--- src/rtl/tlc_pkg.sv ---
// tlc_pkg: light-state encoding shared by the traffic-light controller and
// the lamp driver.
//   tlc_state_e       3-bit light state (OFF, BLANK, RED, YELLOW, GREEN)
//   TLC_FB_TRIP_CYC   consecutive lamp-feedback mismatch cycles before a trip
//   tlc_code_valid()  true for the five defined state codes
package tlc_pkg;

    typedef enum logic [2:0] {
        ST_OFF    = 3'd0,
        ST_BLANK  = 3'd1,
        ST_RED    = 3'd2,
        ST_YELLOW = 3'd3,
        ST_GREEN  = 3'd4
    } tlc_state_e;

    localparam int unsigned TLC_FB_TRIP_CYC = 4;

    function automatic logic tlc_code_valid(input logic [2:0] code);
        return code <= 3'd4;
    endfunction

endpackage

--- src/rtl/tlc_blink_gen.sv ---
// tlc_blink_gen: square-wave generator for the BLANK (flashing yellow) state.
//   clk, rst_n  clock, asynchronous active-low reset
//   enable      high while the applied state is BLANK
//   restart     one-cycle pulse on entry to BLANK; output restarts lit
//   half        cycles per half-period (0 behaves as 1), sampled live
//   blink       lamp phase, 1 = lit
module tlc_blink_gen #(
    parameter int CNT_W = 16
) (
    input  logic             clk,
    input  logic             rst_n,
    input  logic             enable,
    input  logic             restart,
    input  logic [CNT_W-1:0] half,
    output logic             blink
);

    localparam logic [CNT_W-1:0] ONE = {{(CNT_W-1){1'b0}}, 1'b1};

    logic [CNT_W-1:0] cnt;
    logic [CNT_W-1:0] half_eff;

    assign half_eff = (half == '0) ? ONE : half;

    // >= rather than == so a live shrink of half cannot strand the counter
    // above the new terminal count.
    always_ff @(posedge clk or negedge rst_n) begin
        if (!rst_n) begin
            cnt   <= '0;
            blink <= 1'b0;
        end else if (restart) begin
            cnt   <= '0;
            blink <= 1'b1;
        end else if (!enable) begin
            cnt   <= '0;
            blink <= 1'b0;
        end else if (cnt >= half_eff - ONE) begin
            cnt   <= '0;
            blink <= ~blink;
        end else begin
            cnt   <= cnt + ONE;
        end
    end

endmodule

--- src/rtl/tlc_lamp_drv.sv ---
// tlc_lamp_drv: applies requested light states to the red/yellow/green lamp
// drives, enforcing a minimum dwell per state, a forced YELLOW when leaving
// GREEN, and a flashing yellow for BLANK.
//   pclk, prst          clock, asynchronous active-low reset
//   state_in, state_vld requested state and its qualifier (last request wins)
//   min_dwell           minimum cycles an applied state is held (0 -> 1)
//   blink_half          BLANK half-period in cycles (0 -> 1)
//   fault_clr           clears the sticky fault flag
//   lamp_red/yel/grn    lamp drives, at most one lit
//   busy                pending request not yet applied
//   fault               sticky: invalid code sampled (or lamp feedback trip)
// Build option TLC_LAMP_FB_EN adds lamp_fb[2:0] ({red,yel,grn} sensed); four
// consecutive cycles of mismatch against the drives set fault and force BLANK.
module tlc_lamp_drv #(
    parameter int CNT_W = 16
) (
    input  logic             pclk,
    input  logic             prst,
    input  logic [2:0]       state_in,
    input  logic             state_vld,
    input  logic [CNT_W-1:0] min_dwell,
    input  logic [CNT_W-1:0] blink_half,
    input  logic             fault_clr,
`ifdef TLC_LAMP_FB_EN
    input  logic [2:0]       lamp_fb,
`endif
    output logic             lamp_red,
    output logic             lamp_yel,
    output logic             lamp_grn,
    output logic             busy,
    output logic             fault
);

    import tlc_pkg::*;

    localparam logic [CNT_W-1:0] ONE = {{(CNT_W-1){1'b0}}, 1'b1};

    tlc_state_e       pending, pending_nxt;
    tlc_state_e       cur, cur_nxt;
    logic [CNT_W-1:0] dwell_cnt;
    logic [CNT_W-1:0] dwell_eff;
    logic             dwell_met;
    logic             fault_nxt;
    logic             cur_chg;
    logic             blink_q;

    assign dwell_eff = (min_dwell == '0) ? ONE : min_dwell;
    assign dwell_met = dwell_cnt >= dwell_eff - ONE;

`ifdef TLC_LAMP_FB_EN
    logic [1:0] fb_cnt;
    logic       fb_mism;
    logic       fb_trip;

    assign fb_mism = lamp_fb != {lamp_red, lamp_yel, lamp_grn};
    // fb_cnt holds the number of prior consecutive mismatch cycles (saturating).
    assign fb_trip = fb_mism && (fb_cnt == 2'(TLC_FB_TRIP_CYC - 1));

    always_ff @(posedge pclk or negedge prst) begin
        if (!prst)              fb_cnt <= '0;
        else if (!fb_mism)      fb_cnt <= '0;
        else if (fb_cnt != 2'd3) fb_cnt <= fb_cnt + 2'd1;
    end
`endif

    always_ff @(posedge pclk or negedge prst) begin
        if (!prst) begin
            pending   <= ST_RED;
            cur       <= ST_RED;
            dwell_cnt <= '0;
            fault     <= 1'b0;
        end else begin
            pending <= pending_nxt;
            cur     <= cur_nxt;
            fault   <= fault_nxt;
            if (cur_chg)              dwell_cnt <= '0;
            else if (dwell_cnt != '1) dwell_cnt <= dwell_cnt + ONE;
        end
    end

    always_comb begin
        pending_nxt = pending;
        fault_nxt   = fault;
        cur_nxt     = cur;

        if (fault_clr) fault_nxt = 1'b0;
        // An invalid code on the same edge as fault_clr keeps the flag set.
        if (state_vld) begin
            if (tlc_code_valid(state_in)) begin
                pending_nxt = tlc_state_e'(state_in);
            end else begin
                pending_nxt = ST_BLANK;
                fault_nxt   = 1'b1;
            end
        end
`ifdef TLC_LAMP_FB_EN
        if (fb_trip) begin
            pending_nxt = ST_BLANK;
            fault_nxt   = 1'b1;
        end
`endif

        // Leaving GREEN for anything but YELLOW passes through YELLOW, which
        // then has to serve its own full dwell before the real target.
        if (pending != cur && dwell_met) begin
            if (cur == ST_GREEN && pending != ST_YELLOW) cur_nxt = ST_YELLOW;
            else                                         cur_nxt = pending;
        end
    end

    assign cur_chg = cur_nxt != cur;
    assign busy    = pending != cur;

    tlc_blink_gen #(.CNT_W(CNT_W)) u_blink (
        .clk     (pclk),
        .rst_n   (prst),
        .enable  (cur == ST_BLANK),
        .restart (cur_chg && cur_nxt == ST_BLANK),
        .half    (blink_half),
        .blink   (blink_q)
    );

    always_comb begin
        lamp_red = 1'b0;
        lamp_yel = 1'b0;
        lamp_grn = 1'b0;
        case (cur)
            ST_RED:    lamp_red = 1'b1;
            ST_YELLOW: lamp_yel = 1'b1;
            ST_GREEN:  lamp_grn = 1'b1;
            ST_BLANK:  lamp_yel = blink_q;
            default:   ;
        endcase
    end

endmodule

--- config.mk ---
export PLATFORM = sky130hd
export DESIGN_NAME = tlc_lamp_drv
export DESIGN_NICKNAME = d
export VERILOG_FILES = /design/src/rtl/tlc_pkg.sv /design/src/rtl/tlc_blink_gen.sv /design/src/rtl/tlc_lamp_drv.sv
export SDC_FILE = /design/constraint.sdc
export NUM_CORES = 1
export LEC_CHECK = 0
export ABC_AREA = 1
export CORE_MARGIN = 1
export CORE_UTILIZATION = 40
export DETAILED_ROUTE_END_ITERATION = 7
export HOLD_SLACK_MARGIN = 0.1
export PLACE_DENSITY_LB_ADDON = 0.25
export SLEW_MARGIN = 20
export SYNTH_ARGS = -nofsm -noshare
export SYNTH_HDL_FRONTEND = slang
export SYNTH_SLANG_ARGS = --single-unit
--- constraint.sdc ---
create_clock -name pclk -period 1.92 [get_ports pclk]
set_input_delay 0.288 -clock pclk [delete_from_list [all_inputs] [get_ports pclk]]
set_output_delay 0.288 -clock pclk [all_outputs]
set_load 0.02 [all_outputs]
==> results.sh <==
export IMPL_setup_ws_ps=-729
export IMPL_hold_viol=0
export IMPL_ys_async_sr_fraction=1.00
export IMPL_synth_area_mux_share=0
export IMPL_die_area_um2=9190
export IMPL_syn_area_um2=3520
export IMPL_max_freq_ghz=0.377
export IMPL_slew_violations=0
export IMPL_core_area_um2=8380
export IMPL_io_buffers=43
export IMPL_synth_fp_nets=551
export IMPL_ant_nets=0
export IMPL_synth_simple_area_share=0.326
export IMPL_postSynthRegisterBits=40
export IMPL_synth_fa_ha_area_frac=0.128
export IMPL_path_class="input pin to flop"
export IMPL_wirelength_um=11000
export IMPL_synth_xor_xnor_area_share=0.0969
export IMPL_net_switching_power_mw=1.53
export IMPL_yosysMostFrequentCell="nand2_1"
export IMPL_dp_hpwl_um=7160
export IMPL_insertion_delay_ps=310
export IMPL_p_clk_frac=0.155
export IMPL_root_buffer="clkbuf_8"
export IMPL_drv_cap=0
export IMPL_clock_path_buffers=2
export IMPL_clk_pin_slew_worst_paths_ps=90
export IMPL_start_kind="input pin"
export IMPL_fin_nets=713
export IMPL_fin_crit_sh=1.38
export IMPL_place_ws_ps=-1550
export IMPL_status="finished with violations"
export IMPL_drc=0
export IMPL_synthTopCellsByCount="nand2_1, inv_1, nor2_1"
export IMPL_fin_skew_ps=15.2
export IMPL_drt_pass1_iterations=4
export IMPL_start_util=0.420
export IMPL_pin_count=44
export IMPL_required_ps=2120
export IMPL_grt_setup_unrepaired="yes"
export IMPL_cp_max_fo=2
export IMPL_synth_flop_cell="dfrtp_1"
export IMPL_cp_slowest_cell="ha_1"
export IMPL_grt_pass1_wl_um=17200
export IMPL_power_density_nw_per_um2=628
export IMPL_worst_pin_slew_ps=525
export IMPL_synthCells=476
export IMPL_vias_per_cell=5.15
export IMPL_ys_types=36
export IMPL_clock_sinks=40
export IMPL_cts_tree="built"
export IMPL_ys_warnings_count=0
export IMPL_layout_drive_gt1_share=0.495
export IMPL_p_comb_frac=0.514
export IMPL_synth_top_cell_by_area="dfrtp_1"
export IMPL_final_min_clock_period_ps=2650
export IMPL_cpPeakStageDelay_ps=250
export IMPL_slew_headroom=0.650
export IMPL_fp_dieH_um=95.9
export IMPL_setup_viol=36
export IMPL_vias=3829
export IMPL_syn_to_final_growth_pct=63.8
export IMPL_cts_buffers_inserted=5
export IMPL_dieWidth_um=95.9
export IMPL_crit_buf_inv=6
export IMPL_ys_top_cells_by_area="dfrtp_1, ha_1, nand2_1"
export IMPL_place_congestion=0.907
export IMPL_hold_path_class="flop to flop"
export IMPL_synth_seq_area_share=0.285
export IMPL_synth_edf_count=0
export IMPL_regToRegSetupSlack_ps=-60
export IMPL_antenna_found_initial=0
export IMPL_globalRouteTotalUtil=0.242
export IMPL_p_sw_frac=0.423
export IMPL_crit_top_cell="nand2_2"
export IMPL_grt_max_degree=41
export IMPL_antennaDiodeCount=0
export IMPL_failed_checks="setup timing"
export IMPL_synth_compound_area_frac=0.0827
export IMPL_p_total_mw=3.62
export IMPL_cpLargestDelayFamily="simple AND/OR/NAND/NOR gates"
export IMPL_row_count=33
export IMPL_h_tree_depth=2
export IMPL_grt_overflow=0
export IMPL_synth_top_cell_area_share=0.270
export IMPL_wl_per_cell_um=14.8
export IMPL_first_global_vias=3974
export IMPL_irDropWorstVdd_uv=617
export IMPL_synth_top_family_by_area="simple AND/OR/NAND/NOR gates"
export IMPL_p_int_mw=2.09
export IMPL_pwr_share_seq=0.331
export IMPL_p_leak_nw=2.75
export IMPL_worstPathArrival_ps=2850
export IMPL_drtIter0Drc=126
export IMPL_syn_area_per_cell_um2=7.40
export IMPL_endpoint_kind="flop"
-- layout by cell type (no fill, tap or decap), types with 7 or more instances in the layout --
cell	count
xnor2_1	9
a21oi_2	10
buf_6	27
ha_1	32
inv_2	21
dfrtp_1	38
nor2_2	11
nand2_2	22
nor2_4	27
buf_4	98
nor3_1	9
o21ai_1	9
o21ai_0	7
inv_1	49
a21oi_1	12
nand4_1	13
nand3_2	12
nand3_1	15
nor2_1	31
nor3_4	7
nand2_1	54
nand2_4	11
buf_2	11
xor2_1	24
-- path summary, 6_finish.rpt --
| kind | depth (start not counted) | from | end |
|---|---|---|---|
| setup reg to reg | 15 | dwell_cnt[5] | u_blink.blink |
| max in group asynchronous | 3 | prst | pending[1] |
| min in group asynchronous | 3 | prst | u_blink.cnt[12] |
| hold reg to reg | 2 | u_blink.blink | u_blink.blink |
| setup / recovery | 26 | min_dwell[8] | u_blink.blink |
| hold / removal | 2 | u_blink.blink | u_blink.blink |
-- tightest hold or removal path, cell delays in order, from the launching register on --
cell and delay [ps]:
dfrtp_1 360, nand2_1 70, nand3_2 60
-- repair_timing --
item	in CTS	in global routing
setup buffers	33	8
endpoints found under the hold margin	38	0
cloned	2	0
hold buffers	1	0
pin swaps	79	65
endpoints found under the setup margin	40	36
gates resized for setup	239	71
-- metal layers --
layer / part of all wire / wire length [um] / up-vias / GRT usage
met3: 0.024 / 260 / 29 / 0.0316
met5: 0 / 0 / - / 0
met4: 0.033 / 367 / 0 / 0.0970
met1: 0.39 / 4300 / 1830 / 0.263
li1: - / - / 1893 / -
met2: 0.55 / 6090 / 77 / 0.469
-- kinds of logic (layout without fill, tap and decap cells) --
| family | after synthesis | count (layout) |
|---|---|---|
| fa+ha+maj | 36 | 36 |
| flops | 40 | 40 |
| xor+xnor | 39 | 39 |
| simple gates | 235 | 235 |
| buf+inv | 75 | 237 |
| compound gates | 51 | 51 |
-- flip-flops by register name, indices dropped and copies added (netlist names) --
name           count
u_blink.cnt       16
u_blink.blink      1
fault              1
dwell_cnt         16
pending            3
cur                3
-- layout make-up --
cell class	instances	area, um2
Timing Repair Buffer	156	1320
Timing Repair inverter	1	11.3
Clock inverter	2	12.5
Tap cell	105	131
Clock buffer	5	68.8
Multi-Input combinational cell	361	2940
Inverter	73	284
Fill cell	648	2610
Sequential cell	40	1000
-- power groups by stage --
stage | registers [mW] | clock network (mW) | logic (mW)
4_1_cts | 1.19 | 0.568 | 1.69
6_report | 1.20 | 0.562 | 1.86
5_1_grt | 1.22 | 0.593 | 2.05
3_5_place_dp | 1.21 | 0 | 1.41
2_1_floorplan | 1.16 | 0 | 0.883
3_3_place_gp | 1.20 | 0 | 1.35
-- through the flow --
stage / cell area (um2) / hold WS, ps / util / cells / TNS, ps
5_1_grt: 5770 / 553 / 0.689 / 743 / -27020
3_5_place_dp: 4740 / 391 / 0.565 / 692 / -49440
6_report: 5770 / 521 / 0.689 / 743 / -22090
4_1_cts: 5440 / 503 / 0.649 / 735 / -19190
2_1_floorplan: 3660 / -7.59 / - / 476 / -22290
3_3_place_gp: 4740 / 386 / 0.565 / 692 / -46020
Note: power is estimated with default switching activity, not from simulation.
